`config.mk`:
```
export PLATFORM = sky130hd
export DESIGN_NAME = csa_seq_ctrl
export DESIGN_NICKNAME = d
export VERILOG_FILES = /design/src/rtl/csa_seq_ctrl_pkg.sv /design/src/rtl/csa_seq_ctrl_nibble.sv /design/src/rtl/csa_seq_ctrl.sv
export SDC_FILE = /design/constraint.sdc
export NUM_CORES = 1
export LEC_CHECK = 0
export BUFFER_PORTS_ARGS = -buffer_cell sky130_fd_sc_hd__buf_2
export CELL_PAD_IN_SITES_DETAIL_PLACEMENT = 1
export CELL_PAD_IN_SITES_GLOBAL_PLACEMENT = 1
export CORE_MARGIN = 4
export CORE_UTILIZATION = 38
export DETAILED_ROUTE_END_ITERATION = 8
export PLACE_DENSITY = 0.77
export SYNTH_ARGS = -nofsm -noshare
export SYNTH_HDL_FRONTEND = slang
export SYNTH_HIERARCHICAL = 1
export SYNTH_SLANG_ARGS = --single-unit
export TNS_END_PERCENT = 100
```
`constraint.sdc`:
```
create_clock -name clk -period 2.85 [get_ports clk]
set_input_delay 0.285 -clock clk [delete_from_list [all_inputs] [get_ports clk]]
set_output_delay 0.285 -clock clk [all_outputs]
set_load 0.02 [all_outputs]
```
`src/rtl/csa_seq_ctrl_pkg.sv`:
```
// Shared definitions for the serial carry-skip adder sequencer.
package csa_seq_ctrl_pkg;

    localparam int SLICE_W = 4;

    typedef enum logic [1:0] {
        IDLE = 2'd0,
        RUN  = 2'd1,
        DONE = 2'd2
    } state_t;

endpackage

```
`src/rtl/csa_seq_ctrl_nibble.sv`:
```
// csa_nibble: 4-bit carry-skip adder slice; select marks a full-propagate slice
// whose carry-out bypasses the ripple chain.
module csa_nibble
    import csa_seq_ctrl_pkg::*;
(
    input  logic [SLICE_W-1:0] a,
    input  logic [SLICE_W-1:0] b,
    input  logic               cin,
    output logic [SLICE_W-1:0] s,
    output logic               cout,
    output logic               select
);

    logic [SLICE_W-1:0] p;
    logic [SLICE_W-1:0] g;
    logic [SLICE_W:0]   c;

    always_comb begin
        p    = a ^ b;
        g    = a & b;
        c    = '0;
        c[0] = cin;
        for (int k = 0; k < SLICE_W; k++) begin
            c[k+1] = g[k] | (p[k] & c[k]);
        end
        s      = p ^ c[SLICE_W-1:0];
        select = &p;
        cout   = select ? cin : c[SLICE_W];
    end

endmodule

```
`src/rtl/csa_seq_ctrl.sv`:
```
// Sequencer computing a + b + cin one nibble per clock through a single
// shared carry-skip slice.
//
//   state | meaning
//   ------+-------------------------------------------------------------
//   IDLE  | waiting for start; sum/cout hold the last result
//   RUN   | one slice per cycle, index 0 .. NIBBLES-1
//   DONE  | single-cycle done pulse; a start here is taken like in IDLE
module csa_seq_ctrl
    import csa_seq_ctrl_pkg::*;
#(
    parameter  int NIBBLES = 4,
    localparam int W       = SLICE_W * NIBBLES
)
(
    input  logic         clk,
    input  logic         rst_n,
    input  logic         start,
    input  logic [W-1:0] a,
    input  logic [W-1:0] b,
    input  logic         cin,
    output logic         busy,
    output logic         done,
    output logic [W-1:0] sum,
    output logic         cout,
    output logic [4:0]   skip_cnt
);

    localparam int            IW   = (NIBBLES > 1) ? $clog2(NIBBLES) : 1;
    localparam logic [IW-1:0] LAST = IW'(NIBBLES - 1);

    state_t             state;
    logic [W-1:0]       a_q;
    logic [W-1:0]       b_q;
    logic               cy;
    logic [IW-1:0]      idx;

    logic [SLICE_W-1:0] slice_s;
    logic               slice_c;
    logic               slice_sel;

    csa_nibble u_slice (
        .a      (a_q[idx*SLICE_W +: SLICE_W]),
        .b      (b_q[idx*SLICE_W +: SLICE_W]),
        .cin    (cy),
        .s      (slice_s),
        .cout   (slice_c),
        .select (slice_sel)
    );

    always_ff @(posedge clk or negedge rst_n) begin
        if (!rst_n) begin
            state    <= IDLE;
            a_q      <= '0;
            b_q      <= '0;
            cy       <= 1'b0;
            idx      <= '0;
            busy     <= 1'b0;
            done     <= 1'b0;
            sum      <= '0;
            cout     <= 1'b0;
            skip_cnt <= '0;
        end else begin
            case (state)
                IDLE, DONE: begin
                    done <= 1'b0;
                    if (start) begin
                        a_q      <= a;
                        b_q      <= b;
                        cy       <= cin;
                        idx      <= '0;
                        skip_cnt <= '0;
                        busy     <= 1'b1;
                        state    <= RUN;
                    end else begin
                        state <= IDLE;
                    end
                end
                RUN: begin
                    // start is deliberately not looked at while running
                    sum[idx*SLICE_W +: SLICE_W] <= slice_s;
                    cy <= slice_c;
                    if (slice_sel) begin
                        skip_cnt <= skip_cnt + 5'd1;
                    end
                    if (idx == LAST) begin
                        cout  <= slice_c;
                        busy  <= 1'b0;
                        done  <= 1'b1;
                        state <= DONE;
                    end else begin
                        idx <= idx + 1'b1;
                    end
                end
                default: begin
                    busy  <= 1'b0;
                    done  <= 1'b0;
                    state <= IDLE;
                end
            endcase
        end
    end

endmodule

```
==> impl_metrics.csv <==
group,metric,value,unit
status,status,"completed",
hold_path,hp-class,"primary input to flip-flop",
routing,dr_wl_met3,286,um
finish,fillers,875,
grt,grt_pass1_wl,11800,um
hold_path,hold_start,"a[15]",
routing,firstDrtPassIters,4,
routing,wl_per_cell,15.8,um
die,core_area,0.00733,mm^2
run,drv_cap,0,
routing,drc,0,
clock_network,clkSinkCount,61,
clock_network,root_buffer,"clkbuf_8",
finish,diodes,0,
clock_network,clockBufferDepth,2,
timing,maxSlewViolCount,0,
clock_network,clock_latency,340,ps
critical_path,reg2reg_slack,10,ps
die,dieArea,0.00906,mm^2
synthesis,ys_ff_latch,61,
critical_path,path_cells,"mux4_2, inv_2, fa_1, inv_1, fa_2, fa_2, inv_2, fa_1, inv_2, nand2_1, o21ai_1",
critical_path,reg2reg_from,"idx[0]",
finish,utilization,48.9,%
critical_path,crit_required,3120,ps
synthesis,yosysMostFrequentCell,"nand2_1",
placed_design,finalWeightedCongestion,0.824,
grt,gr-total-overflow,0,
synthesis,synth_cell_type_count,33,
grt,grt_max_degree,38,
critical_path,r2r_end,"sum[15]",
timing,setup_ws,12.5,ps
die,pin_count,60,
routing,routed-wl-met2,3660,um
synthesis,synth-main-ff-cell,"dfrtp_1",
synthesis,yosysTopAreaCell,"dfrtp_1",
timing,finalSetupTns,0,ps
finish,multiInputGateArea,0.00125,mm^2
critical_path,arrival,3100,ps
placed_design,dp.cells,436,
timing,rsz0062_at_grt,"yes",
routing,drt-initial-drc-count,49,
die,die_w,95.2,um
critical_path,cp-start-kind,"flip-flop",
die,start_util,39.4,%
synthesis,synth_common_cells,"117 x nand2_1, 61 x dfrtp_1, 15 x inv_1, 12 x o21ai_0, 10 x ha_1",
placed_design,dp_slack,-38.2,ps
timing,fmax,352,MHz
routing,antenna_violating_nets_post_route,0,
clock_network,cts_buffers,9,
synthesis,synth_nets,333,
timing,finClkSkew,9.61,ps
critical_path,max_stage_delay,540,ps
placed_design,io_buffer_count,59,
pwr,peakVddDrop,0.000458,V
placed_design,hpwl,5240,um
finish,nets,401,
clock_network,cts_tree,"yes",
finish,seq_area,0.00153,mm^2
critical_path,rr_worst_depth,11,
synthesis,synthTopCellsByArea,"dfrtp_1 53%, nand2_1 15%, mux4_2 6.2%",
pwr,p_per_area,1290,mW/mm^2
critical_path,critPathCaptureType,"flip-flop",
die,fp.dieH,95.2,um
synthesis,synth_edf_count,0,
critical_path,slowest_stage,"mux4_2",
grt,antenna_found_initial,0,
synthesis,yosysSeqAreaShare,52.9,%
hold_path,min_to,"a_q[15]",
synthesis,netlist_instances,283,
placed_design,place_area,0.00331,mm^2
grt,grt_pass1_vias,2448,
finish,drive_above_1_share,30.3,%
routing,wl_met1,3160,um
synthesis,synth_top_area_share,52.9,%
synthesis,ys_async_sr_fraction,100,%
clock_network,path_clk_slew,70,ps
grt,grt_use_total,17.2,%
timing,period_needed,2840,ps
timing,timing.hold.ws,127,ps
synthesis,syn_area_per_cell,10.2,um^2
timing,setup_viol,0,
routing,routed_wl,7210,um
timing,period_share,99.6,%
timing,tightestPinTransition,637,ps
finish,area_delta_synth_final,24.1,%
routing,routed.top_layer,"met4",
timing,maxSlewHeadroom,56.9,%
pwr,power,4.64,mW
finish,fin_area,0.00358,mm^2
synthesis,syn_area,0.00289,mm^2
synthesis,ys_warn_count,6,
pwr,p_leak,1.86,nW
timing,hold_violations,0,
routing,drt-vias-per-instance,4.85,
routing,vias,2209,
critical_path,critPathKind,"flip-flop to flip-flop",
die,num_rows,31,
critical_path,cp_common_cell,"inv_2",
hold_path,hold_depth,3,
finish,stdcell_count,455,
clock_network,htreeDepth,3,
critical_path,cp_max_fo,4,
-- sequential cells by signal, indices dropped and copies added (netlist names) --
name / flops
a_q: 16
b_q: 16
sum: 16
skip_cnt: 5
idx: 2
state: 2
busy: 1
cout: 1
cy: 1
done: 1
-- where the power goes --
part	internal, mW	switching (mW)
registers	1.22	0.285
logic	0.893	1.27
clock network	0.603	0.360
-- per-layer routing --
layer  vias to the layer above  global-route usage [%]
li1                       1065                       -
met1                      1083                    20.9
met2                        53                    30.0
met3                         8                    3.39
met4                         0                    6.49
met5                         -                       0
-- final cells by class --
cell class	count	share of cell area, %
flip-flops and latches	61	42.6
multi-input cells	195	35.0
repair buffers	69	10.4
clock buffers	10	3.84
well taps	99	3.46
clock inverters	6	3.07
inverters	15	1.57
-- cell usage in the layout, fill, tap and decap left out, types with 2 or more instances in the layout --
cell,n
fa_2,2
buf_4,9
dfrtp_1,60
fa_1,2
nand2b_1,2
nor3b_1,2
buf_2,59
o21ai_0,10
clkbuf_8,10
nand3_1,2
nand3b_1,4
ha_1,10
nor2_1,3
nand2_1,117
bufinv_16,3
inv_1,11
o21ai_1,2
inv_2,4
a22o_1,9
mux4_2,8
mux2_2,2
a21oi_1,3
clkinvlp_4,2
mux2i_1,2
-- kinds of logic after synthesis --
| group | count (synthesis) | share of synthesized area (%) |
|---|---|---|
| AOI/OAI and AO/OA | 28 | 6.33 |
| adders and majority gates | 14 | 7.11 |
| buffers and inverters | 27 | 3.94 |
| DFF | 61 | 52.9 |
| muxes | 12 | 7.71 |
| and+or+nand+nor | 141 | 22.1 |
-- how the worst max path moves through the flow --
stage	start	end	slack (ps)
after CTS	idx[0]	sum[15]	-1
final	idx[0]	sum[15]	10
after global placement	idx[0]	sum[15]	60
after global routing	idx[0]	sum[15]	-110
after detailed placement	idx[0]	sum[15]	-40
after floorplan	idx[0]	sum[15]	-20
-- worst max-delay path, delay by kind of cell, from the launching register on --
family	cells	cell delay, ps
AOI/OAI and AO/OA	1	170
adders and majority gates	4	1280
buffers and inverters	4	290
DFF	1	420
muxes	1	540
and+or+nand+nor	1	70
-- timing repair --
action	in CTS	in global routing
hold endpoints to repair	24	0
setup endpoints to repair	1	2
resized for setup	1	0
buffers inserted	1	1
hold buffers	1	0
pin swaps	2	0
(Power assumes the default switching activity.)
